[config.mk]
export PLATFORM = sky130hd
export DESIGN_NAME = multicycle_controller
export DESIGN_NICKNAME = d
export VERILOG_FILES = /design/src/rtl/multicycle_controller_pkg.sv /design/src/rtl/multicycle_controller_alu_dec.sv /design/src/rtl/multicycle_controller.sv
export SDC_FILE = /design/constraint.sdc
export NUM_CORES = 1
export LEC_CHECK = 0
export CELL_PAD_IN_SITES_DETAIL_PLACEMENT = 1
export CELL_PAD_IN_SITES_GLOBAL_PLACEMENT = 2
export CORE_ASPECT_RATIO = 1.4
export CORE_UTILIZATION = 16
export DETAILED_ROUTE_END_ITERATION = 8
export MAX_ROUTING_LAYER = met4
export PLACE_DENSITY_LB_ADDON = 0.05
export SYNTH_ARGS = -nofsm -noshare
export SYNTH_HDL_FRONTEND = slang
export SYNTH_SLANG_ARGS = --single-unit
[constraint.sdc]
create_clock -name clk -period 1.81 [get_ports clk]
set_input_delay 0.362 -clock clk [delete_from_list [all_inputs] [get_ports clk]]
set_output_delay 0.362 -clock clk [all_outputs]
set_load 0.02 [all_outputs]
[src/rtl/multicycle_controller_pkg.sv]
// Shared definitions for the multicycle MIPS-style controller: state
// encoding, opcode/funct constants, ALU control codes and ALU operation type.
package multicycle_controller_pkg;

   typedef enum logic [3:0] {
      ST_FETCH   = 4'd0,
      ST_DECODE  = 4'd1,
      ST_MEMADR  = 4'd2,
      ST_MEMRD   = 4'd3,
      ST_MEMWB   = 4'd4,
      ST_MEMWR   = 4'd5,
      ST_RTYPEEX = 4'd6,
      ST_ALUWB   = 4'd7,
      ST_BRANCH  = 4'd8,
      ST_IMMEX   = 4'd9,
      ST_IMMWB   = 4'd10,
      ST_JUMP    = 4'd11
   } state_t;

   localparam logic [5:0] OP_RTYPE = 6'b000000;
   localparam logic [5:0] OP_LW    = 6'b100011;
   localparam logic [5:0] OP_SW    = 6'b101011;
   localparam logic [5:0] OP_BEQ   = 6'b000100;
   localparam logic [5:0] OP_BNE   = 6'b000101;
   localparam logic [5:0] OP_ADDI  = 6'b001000;
   localparam logic [5:0] OP_ANDI  = 6'b001100;
   localparam logic [5:0] OP_ORI   = 6'b001101;
   localparam logic [5:0] OP_J     = 6'b000010;

   localparam logic [5:0] FN_ADD = 6'b100000;
   localparam logic [5:0] FN_SUB = 6'b100010;
   localparam logic [5:0] FN_AND = 6'b100100;
   localparam logic [5:0] FN_OR  = 6'b100101;
   localparam logic [5:0] FN_SLT = 6'b101010;

   localparam logic [2:0] ALU_ADD = 3'b010;
   localparam logic [2:0] ALU_SUB = 3'b110;
   localparam logic [2:0] ALU_AND = 3'b000;
   localparam logic [2:0] ALU_OR  = 3'b001;
   localparam logic [2:0] ALU_SLT = 3'b111;

   typedef enum logic [2:0] {
      AOP_ADD   = 3'd0,
      AOP_SUB   = 3'd1,
      AOP_FUNCT = 3'd2,
      AOP_AND   = 3'd3,
      AOP_OR    = 3'd4
   } aluop_t;

   // Where DECODE goes for a given opcode; FETCH means the opcode is illegal.
   function automatic state_t decode_target(input logic [5:0] op, input bit imm_en);
      case (op)
         OP_LW, OP_SW:                decode_target = ST_MEMADR;
         OP_RTYPE:                    decode_target = ST_RTYPEEX;
         OP_BEQ:                      decode_target = ST_BRANCH;
         OP_BNE:                      decode_target = imm_en ? ST_BRANCH : ST_FETCH;
         OP_ADDI, OP_ANDI, OP_ORI:    decode_target = imm_en ? ST_IMMEX : ST_FETCH;
         OP_J:                        decode_target = ST_JUMP;
         default:                     decode_target = ST_FETCH;
      endcase
   endfunction

endpackage

[src/rtl/multicycle_controller_alu_dec.sv]
// Combinational ALU decoder: maps the FSM's ALU operation (and funct for
// R-type) to the 3-bit alucontrol code.
module alu_dec
   import multicycle_controller_pkg::*;
(
   input  aluop_t     aluop,
   input  logic [5:0] funct,
   output logic [2:0] alucontrol
);

   // Translate the requested operation into the ALU control code.
   always_comb begin
      alucontrol = ALU_ADD;
      case (aluop)
         AOP_ADD: alucontrol = ALU_ADD;
         AOP_SUB: alucontrol = ALU_SUB;
         AOP_AND: alucontrol = ALU_AND;
         AOP_OR:  alucontrol = ALU_OR;
         AOP_FUNCT: begin
            case (funct)
               FN_ADD:  alucontrol = ALU_ADD;
               FN_SUB:  alucontrol = ALU_SUB;
               FN_AND:  alucontrol = ALU_AND;
               FN_OR:   alucontrol = ALU_OR;
               FN_SLT:  alucontrol = ALU_SLT;
               default: alucontrol = ALU_ADD;
            endcase
         end
         default: alucontrol = ALU_ADD;
      endcase
   end

endmodule

[src/rtl/multicycle_controller.sv]
// Multicycle controller FSM. Outputs are decoded from the registered state
// (plus mem_ready/zero/op where a state needs them); write strobes are
// gated by reset so an aborted instruction cannot write anything.
module multicycle_controller
   import multicycle_controller_pkg::*;
#(
   parameter bit WAIT_EN = 1'b1,
   parameter bit IMM_EN  = 1'b1
)
(
   input  logic       clk,
   input  logic       reset,
   input  logic [5:0] op,
   input  logic [5:0] funct,
   input  logic       zero,
   input  logic       mem_ready,
   output logic       pcen,
   output logic       iord,
   output logic       memwrite,
   output logic       irwrite,
   output logic       regdst,
   output logic       memtoreg,
   output logic       regwrite,
   output logic       alusrca,
   output logic [1:0] alusrcb,
   output logic       ext_zero,
   output logic [1:0] pcsrc,
   output logic [2:0] alucontrol,
   output logic       illegal_op,
   output logic [3:0] state
);

   state_t     state_r;
   state_t     decode_next_s;
   logic       mem_ok_s;
   aluop_t     aluop_s;
   logic       alu_used_s;
   logic [2:0] alu_dec_s;
   logic       pcen_s;
   logic       memwrite_s;
   logic       irwrite_s;
   logic       regwrite_s;
   logic       illegal_s;

   assign decode_next_s = decode_target(op, IMM_EN);
   assign mem_ok_s      = WAIT_EN ? mem_ready : 1'b1;

   alu_dec u_alu_dec (
      .aluop      (aluop_s),
      .funct      (funct),
      .alucontrol (alu_dec_s)
   );

   // State register and next-state sequencing.
   always_ff @(posedge clk) begin
      if (reset) begin
         state_r <= ST_FETCH;
      end else begin
         case (state_r)
            ST_FETCH:   state_r <= mem_ok_s ? ST_DECODE : ST_FETCH;
            ST_DECODE:  state_r <= decode_next_s;
            ST_MEMADR:  state_r <= (op == OP_LW) ? ST_MEMRD : ST_MEMWR;
            ST_MEMRD:   state_r <= mem_ok_s ? ST_MEMWB : ST_MEMRD;
            ST_MEMWB:   state_r <= ST_FETCH;
            ST_MEMWR:   state_r <= mem_ok_s ? ST_FETCH : ST_MEMWR;
            ST_RTYPEEX: state_r <= ST_ALUWB;
            ST_ALUWB:   state_r <= ST_FETCH;
            ST_BRANCH:  state_r <= ST_FETCH;
            ST_IMMEX:   state_r <= ST_IMMWB;
            ST_IMMWB:   state_r <= ST_FETCH;
            ST_JUMP:    state_r <= ST_FETCH;
            default:    state_r <= ST_FETCH;
         endcase
      end
   end

   // Per-state control decode; anything a state does not mention stays 0.
   always_comb begin
      pcen_s     = 1'b0;
      iord       = 1'b0;
      memwrite_s = 1'b0;
      irwrite_s  = 1'b0;
      regdst     = 1'b0;
      memtoreg   = 1'b0;
      regwrite_s = 1'b0;
      alusrca    = 1'b0;
      alusrcb    = 2'b00;
      ext_zero   = 1'b0;
      pcsrc      = 2'b00;
      illegal_s  = 1'b0;
      aluop_s    = AOP_ADD;
      alu_used_s = 1'b0;
      case (state_r)
         ST_FETCH: begin
            alusrcb    = 2'b01;
            alu_used_s = 1'b1;
            irwrite_s  = mem_ok_s;
            pcen_s     = mem_ok_s;
         end
         ST_DECODE: begin
            alusrcb    = 2'b11;
            alu_used_s = 1'b1;
            illegal_s  = (decode_next_s == ST_FETCH);
         end
         ST_MEMADR: begin
            alusrca    = 1'b1;
            alusrcb    = 2'b10;
            alu_used_s = 1'b1;
         end
         ST_MEMRD: begin
            iord = 1'b1;
         end
         ST_MEMWB: begin
            memtoreg   = 1'b1;
            regwrite_s = 1'b1;
         end
         ST_MEMWR: begin
            iord       = 1'b1;
            memwrite_s = 1'b1;
         end
         ST_RTYPEEX: begin
            alusrca    = 1'b1;
            aluop_s    = AOP_FUNCT;
            alu_used_s = 1'b1;
         end
         ST_ALUWB: begin
            regdst     = 1'b1;
            regwrite_s = 1'b1;
         end
         ST_BRANCH: begin
            alusrca    = 1'b1;
            aluop_s    = AOP_SUB;
            alu_used_s = 1'b1;
            pcsrc      = 2'b01;
            pcen_s     = ((op == OP_BEQ) & zero) | ((op == OP_BNE) & ~zero);
         end
         ST_IMMEX: begin
            alusrca    = 1'b1;
            alusrcb    = 2'b10;
            alu_used_s = 1'b1;
            case (op)
               OP_ANDI: begin
                  aluop_s  = AOP_AND;
                  ext_zero = 1'b1;
               end
               OP_ORI: begin
                  aluop_s  = AOP_OR;
                  ext_zero = 1'b1;
               end
               default: aluop_s = AOP_ADD;
            endcase
         end
         ST_IMMWB: begin
            regwrite_s = 1'b1;
         end
         ST_JUMP: begin
            pcsrc  = 2'b10;
            pcen_s = 1'b1;
         end
         default: begin
            alu_used_s = 1'b0;
         end
      endcase
   end

   assign alucontrol = alu_used_s ? alu_dec_s : 3'b000;
   assign pcen       = pcen_s & ~reset;
   assign memwrite   = memwrite_s & ~reset;
   assign irwrite    = irwrite_s & ~reset;
   assign regwrite   = regwrite_s & ~reset;
   assign illegal_op = illegal_s & ~reset;
   assign state      = state_r;

endmodule

==> results of run 1 <==
[worst max-delay path: cells and delay by family, from the launching register on]
| family | cells | cell delay [ns] |
|---|---|---|
| buffers and inverters | 1 | 0.12 |
| AND/OR/NAND/NOR | 3 | 1.16 |
| flip-flops | 1 | 0.32 |
| AO/OA/AOI/OAI | 1 | 0.15 |
[cell type report]
type                            instances  area (µm²)
Sequential cell                         4       87.58
Tap cell                               42       52.55
Timing Repair Buffer                   93       848.3
Fill cell                             447        1847
Clock buffer                            4       45.04
Inverter                                5       21.27
Multi-Input combinational cell         76       742.0
[what timing repair did]
item,CTS,global route
gates cloned,0,0
hold buffers,0,0
setup endpoints to repair,22,15
resized for setup,153,28
pin swaps,18,11
buffers inserted,20,5
[worst max path at each step]
stage / slack, ns / cells after the start / startpoint / endpoint
floorplan: -0.24 / 4 / state[0] / alucontrol[1]
global placement: -1.02 / 5 / funct[4] / alucontrol[1]
detailed placement: -1.04 / 5 / funct[4] / alucontrol[1]
CTS: -0.59 / 5 / state[0] / alucontrol[1]
global route: -0.57 / 5 / state[0] / alucontrol[1]
finish: -0.54 / 5 / state[0] / alucontrol[1]
[power breakdown]
part	switching [µW]	internal, µW	total (µW)
registers	1.78	89.8	91.6
logic	110	135	245
clock network	58.9	152	210
[cells by family (layout without fill, tap and decap cells)]
family                    count (synthesis)  count (layout)  synth area share [%]
muxes                                     2               2                 3.299
AOI/OAI and AO/OA                        22              22                 24.33
and+or+nand+nor                          50              50                 49.48
buffers and inverters                    11             102                 6.804
DFF                                       4               4                 13.20
xor gates and xnor gates                  2               2                 2.887
[routing by layer]
layer  global-route usage (%)  part of all wire [%]  vias to the layer above
li1                         -                     -                      529
met3                    1.212                   3.0                        2
met1                    21.62                    39                      532
met2                    34.71                    57                       25
met5                        -                     0                        -
met4                    2.564                  0.32                        0
[placed cells by master, fill, tap and decap left out, types with 3 or more instances in the layout]
| master | count |
|---|---|
| nor3_2 | 3 |
| nand2b_4 | 3 |
| buf_4 | 40 |
| nor3b_1 | 3 |
| a21oi_1 | 5 |
| clkbuf_8 | 3 |
| dfxtp_2 | 3 |
| buf_6 | 24 |
| buf_8 | 3 |
| or4b_4 | 3 |
| a21oi_2 | 3 |
| dlygate4sd2_1 | 8 |
| buf_2 | 6 |
| nor3_1 | 4 |
| nand2_1 | 3 |
| clkdlybuf4s50_1 | 5 |
| nor2_4 | 4 |
| nor3_4 | 4 |
[stage by stage]
stage	total power, µW	std cells	hold WS [ns]	cell area (µm²)	setup WS, ns
after floorplan	158.3	91	0.5184	675.6	-0.2363
after global placement	272.0	200	0.6187	1355	-1.017
after detailed placement	274.6	200	0.6206	1355	-1.042
after CTS	522.3	221	0.6426	1717	-0.5927
after global routing	573.7	224	0.6874	1797	-0.5653
final	546.9	224	0.6433	1797	-0.5380
==> results.txt, run 1 <==
status -> finished, violations left
violated checks -> negative setup slack
DR vias/cell -> 4.857
final worst slack -> -0.5380 ns
number of I/O port buffers -> 36
CTS buffer count -> 3
Synth area leaders -> dfxtp_1 13%, nor3_1 9.1%, a21oi_1 6.6%
Final Setup Violations -> 9
Final Hold Fails -> 0
Core Footprint -> 0.003643 mm²
WL/cell -> 15.39 µm
Die Wd -> 54.05 µm
num ports -> 37
grt ovf -> 0
Synth Area per Inst -> 6.668 µm²
Layout area overhead -> 196.1%
number of H-tree levels -> 1
r2r endpoint -> state[1]
Final nets -> 199
Setup crit end kind -> output port
worst skew pair latency -> 0.23 ns
Syn Nets -> 107
first-pass GRT wire length -> 5368 µm
Slew headroom -> 76.26%
GRT Total Usage -> 18.60%
Min-Delay Path Depth -> 2
Initial Util -> 16.66%
CP max FO -> 2
Startpoint Class -> register
fmax -> 0.4259 GHz
worst vdd ir -> 0.0002272 V
Mapped Area -> 606.8 µm²
post-route ant nets -> 0
Seq/Total Area, Yosys -> 13.20%
Top cell by count, worst path -> or4b_4
EDFF count, synth -> 0
Final Util -> 49.31%
count leader, synth -> nor3_1
routability cong. -> 0.7910
Initial DRC Count -> 4
static leakage -> 0.0007814 µW
Ys Warns -> 0
CP arrival -> 1.99 ns
DP Wirelength -> 2334 µm
RSZ-0062 raised after global routing -> yes
clk_skew -> 0.01279 ns
Hold WC Path Type -> register to register
Hold Crit Start -> state[3]
Required @ worst endpoint -> 1.45 ns
Worst Hold End -> state[3]
clk buf depth -> 2
initial antenna violation count -> 0
Reg2Reg Setup Slack -> 0.10 ns
CTS tree -> built
Residual DRC -> 0
worst stage delay on the critical path -> 0.52 ns
FF-to-FF path depth -> 8
cells after synthesis -> 91
Setup TNS -> -2.331 ns
top cell type's share of synthesized area -> 13.20%
Reg clk slew, reported paths -> 0.04 ns
Tcrit/Tclk final -> 129.7%
Synth area leader -> dfxtp_1
reg2reg start -> state[0]
via count -> 1088
largest net degree at the start of global routing -> 23
synth cell count leaders -> 11 x nor3_1, 8 x a21oi_1, 7 x nor2_1
fraction of layout cells with a size suffix above 1 -> 68.13%
row cnt -> 26
CTS root buf -> clkbuf_8
WS Path Type -> register to output port
pwr dens -> 304.4 mW/mm²
asr flop ratio synth -> 0%
clk sinks -> 4
CP max stage cell -> or4b_4
die area -> 0.004046 mm²
vias in the first global route -> 1108
main flop type after synthesis -> dfxtp_1
crit-path cells -> nand2b_4 -> or4b_4 -> or4b_4 -> o211a_4 -> buf_6
Final Max Slew Viols -> 0
synth unique cells -> 37
Total Wirelength -> 3447 µm
fin crit period -> 2.348 ns
1st-pass router iterations -> 4
ANT cells -> 0
Die Ht -> 74.87 µm
slew at the pin closest to its max-slew limit -> 0.3533 ns
Yosys reg bits -> 4
max-cap violations -> 0
max reg flops -> 4
Power figures use the tool's default switching activity.
==> inputs of run 2 (changes only) <==
--- a/config.mk
+++ b/config.mk
@@ -10,6 +10,7 @@
 export CORE_ASPECT_RATIO = 1.4
 export CORE_UTILIZATION = 16
 export DETAILED_ROUTE_END_ITERATION = 8
+export GPL_TIMING_DRIVEN = 0
 export MAX_ROUTING_LAYER = met4
 export PLACE_DENSITY_LB_ADDON = 0.05
 export SYNTH_ARGS = -nofsm -noshare
==> results.txt, run 2 (same netlist as run 1, synthesis figures left out) <==
most frequent cells in the layout -> 16 x buf_4, 10 x buf_6, 9 x clkdlybuf4s50_1
GRT Total Usage -> 15.87%
Final Setup Violations -> 6
ANT cells -> 0
fmax -> 0.4197 GHz
fillcell total -> 443
slew at the pin closest to its max-slew limit -> 0.4181 ns
post-route ant nets -> 0
crit-path cells -> nand2b_4 -> or4b_4 -> or4b_4 -> o211a_4 -> buf_6
CTS tree -> built
max-cap violations -> 0
RSZ-0062 raised after global routing -> yes
Clk pwr share -> 42.6%
Initial Util -> 16.66%
Reg clk slew, reported paths -> 0.03 ns
CP max FO -> 3
largest net degree at the start of global routing -> 11
CP arrival -> 2.02 ns
fraction of layout cells with a size suffix above 1 -> 49.66%
worst vdd ir -> 0.0003364 V
Hold WC Path Type -> register to register
vias in the first global route -> 965
row cnt -> 26
die area -> 0.004046 mm²
grt ovf -> 0
Die Ht -> 74.87 µm
clk_skew -> 0.002517 ns
placement-stage cell area -> 0.001089 mm²
initial antenna violation count -> 0
Residual DRC -> 0
via count -> 934
violated checks -> negative setup slack
static leakage -> 0.0005498 µW
sequential power share -> 19.2%
1st-pass router iterations -> 4
WL/cell -> 15.61 µm
Final nets -> 164
Die Wd -> 54.05 µm
worst stage delay on the critical path -> 0.54 ns
clk buf depth -> 2
switching pwr -> 138.9 µW
Comb pwr share -> 38.2%
CTS root buf -> clkbuf_8
CP max stage cell -> or4b_4
Core Footprint -> 0.003643 mm²
Final Max Slew Viols -> 0
DP Wirelength -> 2197 µm
CTS buffer count -> 3
num ports -> 37
Total Wirelength -> 2951 µm
DR vias/cell -> 4.942
clk sinks -> 4
max reg flops -> 4
Startpoint Class -> register
number of I/O port buffers -> 36
Top cell by count, worst path -> or4b_4
fin crit period -> 2.383 ns
WS Path Type -> register to output port
Setup crit end kind -> output port
internal power -> 325.4 µW
crit path from -> state[3]
Final Hold Fails -> 0
Tcrit/Tclk final -> 131.6%
Slew headroom -> 72.13%
pwr dens -> 329.6 mW/mm²
fin area -> 0.001409 mm²
final worst slack -> -0.5727 ns
Switching Share -> 29.91%
Hold Crit Start -> state[1]
number of H-tree levels -> 1
Required @ worst endpoint -> 1.45 ns
routability cong. -> 0.7934
Initial DRC Count -> 2
worst skew pair latency -> 0.22 ns
reg2reg start -> state[0]
Setup TNS -> -2.093 ns
first-pass GRT wire length -> 4657 µm
Layout area overhead -> 132.2%
status -> finished, violations left
commonest non-fill, non-tap cell in the layout -> buf_4
run 2: cell count changes in the layout (fill, tap and decap cells not counted), sizes merged:
| cell | change |
|---|---|
| buf | -43 |
| clkdlybuf4s50 | +4 |
| clkbuf | +3 |
| clkdlybuf4s15 | +2 |
| clkinvlp | +1 |
| dlymetal6s2s | -1 |
| inv | -1 |
run 2: final timing paths:
path | slack, ns | depth (start not counted) | end
max | -0.57 | 5 | alucontrol[1]
min | 0.69 | 3 | state[3]
min reg2reg | 0.69 | 3 | state[3]
max reg2reg | 0.31 | 6 | state[1]
run 2: power groups by stage:
stage	clock [µW]	sequential (µW)	combinational, µW
4_1_cts	204	90.9	157
3_5_place_dp	0	94.0	145
5_1_grt	207	89.6	189
6_report	198	89.2	177
2_1_floorplan	0	96.0	62.3
3_3_place_gp	0	93.8	144
run 2: layout make-up:
cell class                      count  area [µm²]  area share (%)
Buffer                              5       52.55           3.730
Clock buffer                        4       45.04           3.197
Inverter                            5       22.52           1.599
Multi-Input combinational cell     76       660.6           46.89
Sequential cell                     4       95.09           6.750
Tap cell                           42       52.55           3.730
Timing Repair Buffer               53       480.5           34.10
run 2: repair_timing:
item	CTS	global route
pin swaps	6	4
setup buffers	11	7
endpoints found under the setup margin	19	14
gates resized for setup	115	22
hold buffers	0	0
run 2: metrics by stage:
step	cells	hold slack (ns)	total power, µW	worst slack, ns	utilization [%]
2_1_floorplan	91	0.5184	158.3	-0.2363	-
6_report	189	0.6870	464.3	-0.5727	38.67
5_1_grt	189	0.7076	485.7	-0.6095	38.67
3_3_place_gp	169	0.6221	237.3	-1.417	29.88
3_5_place_dp	169	0.6244	239.0	-1.424	29.88
4_1_cts	183	0.6821	451.9	-0.5863	36.68
run 2: worst max-delay path: cells and delay by family (launching register included):
| kind | cells | cell delay [ns] |
|---|---|---|
| simple gates | 3 | 1.18 |
| flops | 1 | 0.34 |
| compound gates | 1 | 0.15 |
| buf+inv | 1 | 0.13 |
run 2: metal layers:
metal | global-route usage (%) | up-vias | part of all wire [%] | routed length (µm)
li1 | - | 458 | - | -
met1 | 18.40 | 451 | 41 | 1214
met2 | 28.94 | 25 | 55 | 1631
met3 | 1.818 | 0 | 3.6 | 105
met4 | 2.564 | 0 | 0 | 0
met5 | - | - | 0 | 0
